`config.mk`:
```
export PLATFORM = sky130hd
export DESIGN_NAME = jk_excitation_sequencer
export DESIGN_NICKNAME = d
export VERILOG_FILES = /design/src/rtl/jk_excitation_sequencer.sv
export SDC_FILE = /design/constraint.sdc
export NUM_CORES = 1
export LEC_CHECK = 0
export CORE_ASPECT_RATIO = 1.2
export CORE_UTILIZATION = 53
export DETAILED_ROUTE_END_ITERATION = 10
export PLACE_DENSITY = 0.85
export SETUP_SLACK_MARGIN = 0.1
export SYNTH_ARGS = -nofsm -noshare
export SYNTH_HDL_FRONTEND = slang
export SYNTH_SLANG_ARGS = --single-unit
export TNS_END_PERCENT = 5
```
`constraint.sdc`:
```
create_clock -name clk -period 3.5 [get_ports clk]
set_input_delay 0.525 -clock clk [delete_from_list [all_inputs] [get_ports clk]]
set_output_delay 0.525 -clock clk [all_outputs]
set_load 0.01 [all_outputs]
```
`src/rtl/jk_excitation_sequencer.sv`:
```
// Derives J/K drive for a target word from the JK excitation table, applies it to an
// internal JK flop bank and confirms the bank landed on the target.
module jk_excitation_sequencer #(
    parameter int WIDTH     = 4,
    parameter int DC_POLICY = 0,
    parameter int CW        = $clog2(WIDTH + 1)
) (
    input  logic             clk,
    input  logic             rst,
    input  logic             tgt_valid,
    output logic             tgt_ready,
    input  logic [WIDTH-1:0] tgt_data,
    input  logic             fault_inj,
    input  logic             err_clr,
    output logic [WIDTH-1:0] j_out,
    output logic [WIDTH-1:0] k_out,
    output logic [WIDTH-1:0] q,
    output logic [WIDTH-1:0] qbar,
    output logic             busy,
    output logic             done,
    output logic             err,
    output logic [CW-1:0]    toggle_cnt
);

    typedef enum logic [1:0] {
        IDLE  = 2'd0,
        APPLY = 2'd1,
        CHECK = 2'd2
    } state_t;

    localparam logic DC = (DC_POLICY != 0);

    state_t           state, state_nxt;
    logic [WIDTH-1:0] tgt_reg;
    logic [WIDTH-1:0] j_ex, k_ex, q_nxt;
    logic             accept, match, err_reg;

    function automatic logic [CW-1:0] popcount(input logic [WIDTH-1:0] v);
        logic [CW-1:0] c;
        c = '0;
        for (int i = 0; i < WIDTH; i++) c = c + CW'(v[i]);
        return c;
    endfunction

    // Excitation table: a flop at 0 only cares about J, a flop at 1 only about K.
    always_comb begin
        j_ex = '0;
        k_ex = '0;
        for (int i = 0; i < WIDTH; i++) begin
            if (q[i]) begin
                j_ex[i] = DC;
                k_ex[i] = ~tgt_data[i];
            end else begin
                j_ex[i] = tgt_data[i];
                k_ex[i] = DC;
            end
        end
    end

    always_comb begin
        q_nxt = q;
        for (int i = 0; i < WIDTH; i++) begin
            case ({j_out[i], k_out[i]})
                2'b00:   q_nxt[i] = q[i];
                2'b01:   q_nxt[i] = 1'b0;
                2'b10:   q_nxt[i] = 1'b1;
                default: q_nxt[i] = ~q[i];
            endcase
        end
        if (fault_inj) q_nxt[0] = ~q_nxt[0];
    end

    assign match = (q == tgt_reg);
    assign qbar  = ~q;

    always_ff @(posedge clk or posedge rst) begin
        if (rst) state <= IDLE;
        else     state <= state_nxt;
    end

    always_comb begin
        state_nxt = state;
        tgt_ready = 1'b0;
        busy      = 1'b0;
        done      = 1'b0;
        accept    = 1'b0;
        err       = err_reg;
        case (state)
            IDLE: begin
                tgt_ready = 1'b1;
                accept    = tgt_valid;
                if (tgt_valid) state_nxt = APPLY;
            end
            APPLY: begin
                busy      = 1'b1;
                state_nxt = CHECK;
            end
            CHECK: begin
                busy      = 1'b1;
                done      = match;
                err       = err_reg | ~match;
                state_nxt = IDLE;
            end
            default: state_nxt = IDLE;
        endcase
    end

    always_ff @(posedge clk or posedge rst) begin
        if (rst) begin
            q          <= '0;
            tgt_reg    <= '0;
            j_out      <= '0;
            k_out      <= '0;
            toggle_cnt <= '0;
        end else begin
            if (accept) begin
                tgt_reg    <= tgt_data;
                toggle_cnt <= popcount(q ^ tgt_data);
                j_out      <= j_ex;
                k_out      <= k_ex;
            end
            if (state == APPLY) q <= q_nxt;
            if (state == CHECK) begin
                j_out <= '0;
                k_out <= '0;
            end
        end
    end

    // A fresh mismatch takes priority over a simultaneous clear.
    always_ff @(posedge clk or posedge rst) begin
        if (rst)                             err_reg <= 1'b0;
        else if (state == CHECK && !match)   err_reg <= 1'b1;
        else if (err_clr)                    err_reg <= 1'b0;
    end

endmodule

```
==> impl_metrics.ini, run 1 <==
[status]
status = finished, final reports clean

[clock_network]
tritoncts_clock_tree = built
cts_max_path_buffers = 2
cts.repair_timing.setup_buffer_count = 0
clk_root_buffer_cell = sky130_fd_sc_hd__clkbuf_4
holdBufCountCts = 0
tritoncts.num_buffers = 3
clkLatencyLatePin_ps = 300
ctsHtreeMaxLevel = 1
post_cts.resized_instances = 0
clock_slew_at_the_register_clock_pins_of_the_worst_setup_and_hold_paths_ps = 120
cts.sink_count = 22

[detailed_routing]
drt_pre_antenna_iters = 4
wl_per_cell_um = 12.6
routed_wirelength_um = 2550
route.detailed.vias_per_inst = 5.07
drcViolationCount = 0
route.vias.total = 1025
ant_nets = 0
first_iter_violations = 6

[finish]
layout-area-overhead-vs-synth_pct = 27.6
nets = 201
post_route_cells_drive_above_1_share_pct = 7.60
seq_area_sq_um = 551
antenna-diode-count = 0
area_of_the_multi_input_gates_sq_um = 687
fillers = 178

[synthesis]
avgSynthCellArea_sq_um = 9.61
synth.top_cell.area_share_pct = 41.2
synthTopCellsByCount = sky130_fd_sc_hd__nand2_1 (30), sky130_fd_sc_hd__dfrtp_1 (22), sky130_fd_sc_hd__inv_1 (22)
synth_top_flop_cell = sky130_fd_sc_hd__dfrtp_1
synth-edff-count = 0
synth_area_leaders = sky130_fd_sc_hd__dfrtp_1 (41%), sky130_fd_sc_hd__ha_1 (18%), sky130_fd_sc_hd__nand2_1 (8.4%), sky130_fd_sc_hd__inv_1 (6.2%), sky130_fd_sc_hd__xor2_1 (3.9%)
synthDominantAreaCellType = sky130_fd_sc_hd__dfrtp_1
synth_cells = 139
syn_area_sq_um = 1340
ys_seq_elements = 22
syn_nets = 168
asyncSetResetFlopFracSynth_pct = 100
synthDistinctLibCells = 22
synth_warnings = 0
sequential_fraction_of_the_synthesis_area_pct = 41.2
yosysMostFrequentCell = sky130_fd_sc_hd__nand2_1

[timing]
finalSetupTns_ps = 0
maxClockFrequency_ghz = 0.397
min_period_ps = 2520
final_hold_vio_count = 0
slew_headroom_pct = 44.4
final.period_utilization_pct = 72.0
setup_viol_count_final = 0
worst-slew-pin-transition_ps = 833
rsz0062_at_grt = false
hold_slack_ps = 503
finalMaxSlewViolations = 0
fin_skew_ps = 1.15

[placed_design]
port_buffers = 31
place.gp.congestion = 0.783
dp_hpwl_um = 1990

[setup_path]
worstSetupStartpoint = state[0]$_DFFE_PP0P_
rr_startpoint = q[1]$_DFFE_PP0P_
crit_required_ps = 2970
max_stage_delay_ps = 530
critical_path.slowest_cell = sky130_fd_sc_hd__clkdlybuf4s50_1
worstSetupPathType = reg -> out
endpoint_kind = primary output
arrival_time_at_the_worst_endpoint_ps = 1990
crit_path_max_fanout = 10
crit_path_cell_trace = inv_1 > ha_1 > o41ai_2 > nand2_1 > clkdlybuf4s50_1
timing.critical_path.from_type = flop

[global_routing]
antenna_found_initial = 0
global_route.overflow_total = 0
grt_first_pass_wirelength_um = 4210
largest_net_degree_at_the_start_of_global_routing = 23
first_global_vias = 1015
gr-usage-all-layers_pct = 21.5

[die]
vertical_die_dimension_um = 57.0
initial_utilization_pct = 57.4
core.rowCount = 19
io_pins = 32
die-area_sq_um = 2730
die_width_um = 47.8
core_region_area_sq_um = 2330

[pwr]
peakVddDrop_uv = 630
p_leak_nw = 0.831
p_per_area_nw_per_um2 = 906

[worst_hold_path]
hold_start = toggle_cnt[0]$_DFFE_PP0P_
hold_path_class = reg -> reg

[job]
max_cap_violations = 0
worst max-delay path, delay by kind of cell, from the launching register on:
kind,cells,cell delay [ps]
AND/OR/NAND/NOR,1,100
AO/OA/AOI/OAI,1,170
adder cells (fa/ha/maj),1,400
flip-flops,1,410
buffers and inverters,2,620
placed cells by master (no fill, tap or decap), drive strengths merged:
cell type,count
o41ai,1
nor2,5
ha,19
dfrtp,22
o31ai,1
nor2b,3
inv,22
fa,1
nand2,31
nor4,1
a31o,4
o21ai,6
mux2,3
a21oi,9
xor2,6
clkbuf,4
clkdlybuf4s50,31
and2,2
path summary, 6_finish.rpt:
check	slack, ps	endpoint	cells after the start
min reg2reg	500	toggle_cnt[0]$_DFFE_PP0P_	2
min	500	toggle_cnt[0]$_DFFE_PP0P_	2
max reg2reg	1500	toggle_cnt[1]$_DFFE_PP0P_	7
min in group asynchronous	690	toggle_cnt[0]$_DFFE_PP0P_	2
max	980	err	5
max in group asynchronous	2300	j_out[1]$_DFFE_PP0P_	2
routing by layer:
layer / up-vias / share of wire (%) / global-route usage [%]
met5: - / 0 / 0
met4: 0 / 0.67 / 7.14
met3: 2 / 3.2 / 2.85
met2: 19 / 58 / 40.3
met1: 500 / 38 / 23.0
li1: 504 / - / -
power by group:
part	internal (mW)	total, mW	switching (mW)
Combinational	0.483	0.928	0.445
Clock	0.0634	0.138	0.0741
Sequential	0.370	0.479	0.110
per-stage QoR:
step	setup WS [ps]	power [mW]	utilization [%]	instances	instance area [sq um]
after global placement	868	1.38	71.6	198	1670
after detailed placement	833	1.42	71.6	198	1670
after CTS	981	1.57	73.2	202	1710
after floorplan	1430	1.05	-	139	1340
after global routing	850	1.68	73.2	202	1710
final	981	1.55	73.2	202	1710
area by class of cell:
cell class              count  area share, %
multi-input cells          92           40.3
flip-flops and latches     22           32.3
repair buffers             31           18.2
inverters                  22           4.84
well taps                  31           2.27
clock buffers               4           2.13
kinds of logic after synthesis:
group / Yosys count / share of synthesized area, %
compound gates: 21 / 10.0
flops: 22 / 41.2
buf+inv: 25 / 7.40
fa+ha+maj: 20 / 19.3
xor+xnor: 6 / 3.93
simple gates: 42 / 14.8
mux: 3 / 3.37
Power figures use the tool's default switching activity.
==> inputs of run 2 (changes only) <==
Settings changed: CORE_UTILIZATION 53 to 44, PLACE_DENSITY 0.85 to 0.75.
Clock period 3.5 ns to 2.1 ns, I/O delays scaled along.
==> run 2 against run 1 <==
Net effect:
- clock skew up 2.0 ps
- global-route usage down 2.5 points
- via count up 3.5%
- sequential power up 63%
- die area up 20%
- critical path depth up 3
- clock power up 75%
- sequential share of layout area down 2.1 points
- non-clock buffer count up 9
- wire length up 8.7%
==> impl_metrics.ini, run 2 (synthesis gave the netlist of run 1 again) <==
[status]
status = finished, final reports clean

[timing]
fin_skew_ps = 3.18
slew_headroom_pct = 73.0
worst-slew-pin-transition_ps = 405
min_period_ps = 1960
final_hold_vio_count = 0
maxClockFrequency_ghz = 0.509
finalMaxSlewViolations = 0
setup_viol_count_final = 0
hold_slack_ps = 328
rsz0062_at_grt = true
final.period_utilization_pct = 93.5

[finish]
layout_common_cells = sky130_fd_sc_hd__nand2_1 (30), sky130_fd_sc_hd__clkdlybuf4s50_1 (27), sky130_fd_sc_hd__inv_1 (20)
nets = 210
post_route_cells_drive_above_1_share_pct = 18.3
finish.utilization_pct = 64.7
layout-area-overhead-vs-synth_pct = 37.5
layout.cells.most_common = sky130_fd_sc_hd__nand2_1
layoutNonFillerInstCount = 214
antenna-diode-count = 0

[detailed_routing]
drcViolationCount = 0
route.detailed.vias_per_inst = 4.96
drt_pre_antenna_iters = 3
route.vias.total = 1061
routed_wirelength_um = 2770
wl_per_cell_um = 13.0
ant_nets = 0
first_iter_violations = 12

[pwr]
p_leak_nw = 0.882
total_power_mw = 2.79
peakVddDrop_uv = 905
switching_power_share_of_the_total_pct = 40.5
power_frac_clock_pct = 8.6
pwr-share-seq_pct = 28.0
sw_power_mw = 1.13
internal_power_mw = 1.66
p_per_area_nw_per_um2 = 1520
p_comb_share_pct = 63.3

[setup_path]
critical_path.slowest_cell = sky130_fd_sc_hd__fa_1
max_stage_delay_ps = 530
timing.critical_path.from_type = flop
worstSetupPathType = reg -> reg
arrival_time_at_the_worst_endpoint_ps = 2220
timing.critical_path.max_delay_family = adder cells
path_buf_inv = 2
crit_path_cell_trace = buf_6 > ha_4 > fa_1 > inv_1 > ha_2 > ha_4 > nand2_1 > nand2_1
crit_required_ps = 2360
endpoint_kind = flop
crit_path_max_fanout = 2

[clock_network]
ctsHtreeMaxLevel = 1
tritoncts_clock_tree = built
cts.sink_count = 22
clock_slew_at_the_register_clock_pins_of_the_worst_setup_and_hold_paths_ps = 130
cts_max_path_buffers = 2
holdBufCountCts = 0
tritoncts.num_buffers = 3
clk_root_buffer_cell = sky130_fd_sc_hd__clkbuf_4
clkLatencyLatePin_ps = 310

[placed_design]
place.gp.congestion = 0.752
port_buffers = 31
place.detailed.instances = 206
dp_hpwl_um = 2080

[global_routing]
gr-usage-all-layers_pct = 19.0
antenna_found_initial = 0
first_global_vias = 1112
grt_first_pass_wirelength_um = 4790
global_route.overflow_total = 0
largest_net_degree_at_the_start_of_global_routing = 23

[die]
die-area_sq_um = 3260
vertical_die_dimension_um = 62.4
io_pins = 32
core.rowCount = 21
core_region_area_sq_um = 2840
initial_utilization_pct = 47.1
die_width_um = 52.3

[worst_hold_path]
hold_path_class = in -> async

[job]
max_cap_violations = 0
run 2: path summary, 6_finish.rpt:
kind	start	end	slack, ps	cells after the start
min reg2reg	toggle_cnt[0]$_DFFE_PP0P_	toggle_cnt[0]$_DFFE_PP0P_	490	2
min	rst	state[0]$_DFFE_PP0P_	330	3
max in group asynchronous	rst	q[1]$_DFFE_PP0P_	1530	3
min in group clk	tgt_data[3]	tgt_reg[3]$_DFFE_PP0P_	340	3
max	q[3]$_DFFE_PP0P_	toggle_cnt[1]$_DFFE_PP0P_	140	8
max reg2reg	q[3]$_DFFE_PP0P_	toggle_cnt[1]$_DFFE_PP0P_	140	8
run 2: layout make-up:
| class | instances | area (sq um) |
|---|---|---|
| multi-input cells | 92 | 739 |
| fillers | 237 | 1000 |
| flip-flops and latches | 22 | 554 |
| inverters | 22 | 82.6 |
| repair buffers | 40 | 382 |
| well taps | 34 | 42.5 |
| clock buffers | 4 | 36.3 |
run 2: per-layer routing:
metal,track usage (%),up-vias,share of wire (%),wire length (um)
met5,0,-,0,0
met4,5.92,0,1.2,34
met3,2.43,4,2.7,76
met2,34.2,20,54,1510
met1,22.6,513,42,1150
li1,-,524,-,-
run 2: worst register-to-register path, cell delays in order (launching register included):
cell and delay, ps:
sky130_fd_sc_hd__dfrtp_2 450, sky130_fd_sc_hd__buf_6 130, sky130_fd_sc_hd__ha_4 210, sky130_fd_sc_hd__fa_1 530, sky130_fd_sc_hd__inv_1 40, sky130_fd_sc_hd__ha_2 190
sky130_fd_sc_hd__ha_4 250, sky130_fd_sc_hd__nand2_1 40, sky130_fd_sc_hd__nand2_1 70
run 2: power by group through the flow:
stage	Combinational [mW]	Clock, mW	Sequential, mW
global placement	1.55	0	0.790
global route	1.97	0.267	0.808
CTS	1.73	0.240	0.776
floorplan	0.908	0	0.835
detailed placement	1.61	0	0.803
finish	1.77	0.241	0.781
run 2: per-stage QoR:
step	TNS, ps	area [sq um]	worst slack, ps
after floorplan	0	1340	156
after global placement	-733	1710	-321
after detailed placement	-796	1710	-339
after CTS	0	1810	76.3
after global routing	0	1840	40.0
final	0	1840	137
run 2: repair_timing:
| action | CTS | global route |
|---|---|---|
| gates resized for setup | 10 | 9 |
| setup buffers | 3 | 1 |
| pin swaps | 3 | 4 |
| setup endpoints to repair | 4 | 5 |
==> inputs of run 3 (changes only) <==
Settings changed: CELL_PAD_IN_SITES_DETAIL_PLACEMENT set to 1, CELL_PAD_IN_SITES_GLOBAL_PLACEMENT set to 2, CORE_UTILIZATION 44 to 27, PLACE_DENSITY 0.75 to not set, PLACE_DENSITY_LB_ADDON set to 0.1.
==> run 3 against run 2 <==
Net effect:
- cell area rose by 0.41%
- sequential power barely moved
- worst hold slack improved by 63 ps
- non-clock buffer count fell by 1
- power rose by 0.54%
- count of clock-buffer cells in the layout fell by 1
- register-to-register slack barely moved
- sequential cell count did not move
- sequential share of layout area fell by 0.12 points
- setup slack got worse by 8.5 ps
- via count fell by 1.5%
==> impl_metrics.ini, run 3 (synthesis gave the netlist of run 1 again) <==
[status]
status = finished, final reports clean

[finish]
finish.utilization_pct = 39.6
antenna-diode-count = 0
layout_common_cells = sky130_fd_sc_hd__nand2_1 (30), sky130_fd_sc_hd__clkdlybuf4s50_1 (26), sky130_fd_sc_hd__inv_1 (20)
layout.cell_area.non_filler_sq_um = 1840
layout-area-overhead-vs-synth_pct = 38.0
fillers = 536
nets = 209
post_route_cells_drive_above_1_share_pct = 15.7
layout.cells.most_common = sky130_fd_sc_hd__nand2_1

[setup_path]
count_of_cells_along_the_worst_register_to_register_path = 8
endpoint_kind = flop
critical_path.slowest_cell = sky130_fd_sc_hd__fa_1
timing.critical_path.from_type = flop
arrival_time_at_the_worst_endpoint_ps = 2130
rr_startpoint = q[0]$_DFFE_PP0P_
worstSetupStartpoint = q[0]$_DFFE_PP0P_
worstSetupPathType = reg -> reg
crit_path_max_fanout = 3
crit_path_cell_trace = buf_6 > ha_4 > fa_1 > inv_1 > ha_1 > ha_1 > nand2_1 > nand2_1
crit_required_ps = 2260
max_stage_delay_ps = 480

[pwr]
p_comb_share_pct = 62.5
p_per_area_nw_per_um2 = 1520
peakVddDrop_uv = 444
internal_power_mw = 1.66
switching_power_share_of_the_total_pct = 40.8
power_frac_clock_pct = 9.6
sw_power_mw = 1.14
p_leak_nw = 0.876
pwr-share-seq_pct = 27.9

[die]
vertical_die_dimension_um = 79.1
core_region_area_sq_um = 4660
core.rowCount = 27
initial_utilization_pct = 28.7
die-area_sq_um = 5240
die_width_um = 66.2
io_pins = 32

[detailed_routing]
first_iter_violations = 24
route.detailed.vias_per_inst = 4.43
wl_per_cell_um = 13.8
drt_pre_antenna_iters = 2
ant_nets = 0
route.vias.total = 1045
drcViolationCount = 0
routed_wirelength_um = 3250

[placed_design]
port_buffers = 31
place.gp.congestion = 0.730
post_dp_cell_area_sq_um = 1740
detailedPlace.worstSlack_ps = -386
dp_hpwl_um = 2380

[clock_network]
cts_max_path_buffers = 2
clock_slew_at_the_register_clock_pins_of_the_worst_setup_and_hold_paths_ps = 80
ctsHtreeMaxLevel = 1
tritoncts.num_buffers = 3
clkLatencyLatePin_ps = 260
tritoncts_clock_tree = built
clk_root_buffer_cell = sky130_fd_sc_hd__clkbuf_8
cts.sink_count = 22

[timing]
hold_slack_ps = 391
fin_skew_ps = 1.32
setup_viol_count_final = 0
final.period_utilization_pct = 93.9
finalMaxSlewViolations = 0
slew_headroom_pct = 68.6
min_period_ps = 1970
finalSetupTns_ps = 0
worst-slew-pin-transition_ps = 471
final_hold_vio_count = 0
setup_ws_ps = 128
rsz0062_at_grt = true
maxClockFrequency_ghz = 0.507

[global_routing]
gr-usage-all-layers_pct = 14.0
largest_net_degree_at_the_start_of_global_routing = 23
grt_first_pass_wirelength_um = 5500
global_route.peak_usage_layer = met2
groute.layer.met2.usage_pct = 25.8
antenna_found_initial = 0
gr-usage-met1_pct = 16.6
global_route.overflow_total = 0
first_global_vias = 1155
grtUsageMet3_pct = 1.72

[job]
max_cap_violations = 0

[worst_hold_path]
hold_path_class = in -> async
## run 3: worst paths after layout
| path | to | slack [ps] |
|---|---|---|
| max in group asynchronous | q[0]$_DFFE_PP0P_ | 1460 |
| worst min-delay path | j_out[1]$_DFFE_PP0P_ | 390 |
| min in group clk | toggle_cnt[0]$_DFFE_PP0P_ | 490 |
| worst max-delay path | toggle_cnt[1]$_DFFE_PP0P_ | 130 |
| worst max register to register | toggle_cnt[1]$_DFFE_PP0P_ | 130 |
| worst min register to register | toggle_cnt[0]$_DFFE_PP0P_ | 490 |
## run 3: power by group through the flow
stage / sequential (mW) / clock, mW / combinational (mW)
after floorplan: 0.835 / 0 / 0.908
after global placement: 0.792 / 0 / 1.63
after detailed placement: 0.799 / 0 / 1.69
after CTS: 0.786 / 0.282 / 1.77
after global routing: 0.815 / 0.296 / 1.97
final: 0.783 / 0.268 / 1.75
## run 3: layout make-up
cell class	count	area [sq um]	area share (%)
inverter	22	82.6	4.48
tap	58	72.6	3.93
multi-input combinational	92	724	39.3
clock buffer	3	41.3	2.24
sequential	22	554	30.1
timing repair buffer	39	369	20.0
## run 3: timing repair
action	in CTS	in global routing
endpoints found under the setup margin	5	3
gates cloned	0	0
pin swaps	3	5
hold buffers	0	0
setup buffers	2	1
gates resized for setup	13	2
## run 3: metal layers
layer | part of all wire [%] | vias to the layer above
met5 | 0 | -
met4 | 1.2 | 0
li1 | - | 516
met3 | 2.1 | 4
met2 | 53 | 18
met1 | 43 | 507
## run 3: critical path: cells and delay by family, from the launching register on
kind          cells  cell delay (ps)
buf+inv           2              180
fa+ha+maj         4             1170
simple gates      2              110
flops             1              410
## run 3: per-stage QoR
step / total power [mW] / cells
2_1_floorplan: 1.74 / 139
3_3_place_gp: 2.42 / 230
3_5_place_dp: 2.49 / 230
4_1_cts: 2.84 / 235
5_1_grt: 3.08 / 236
6_report: 2.80 / 236
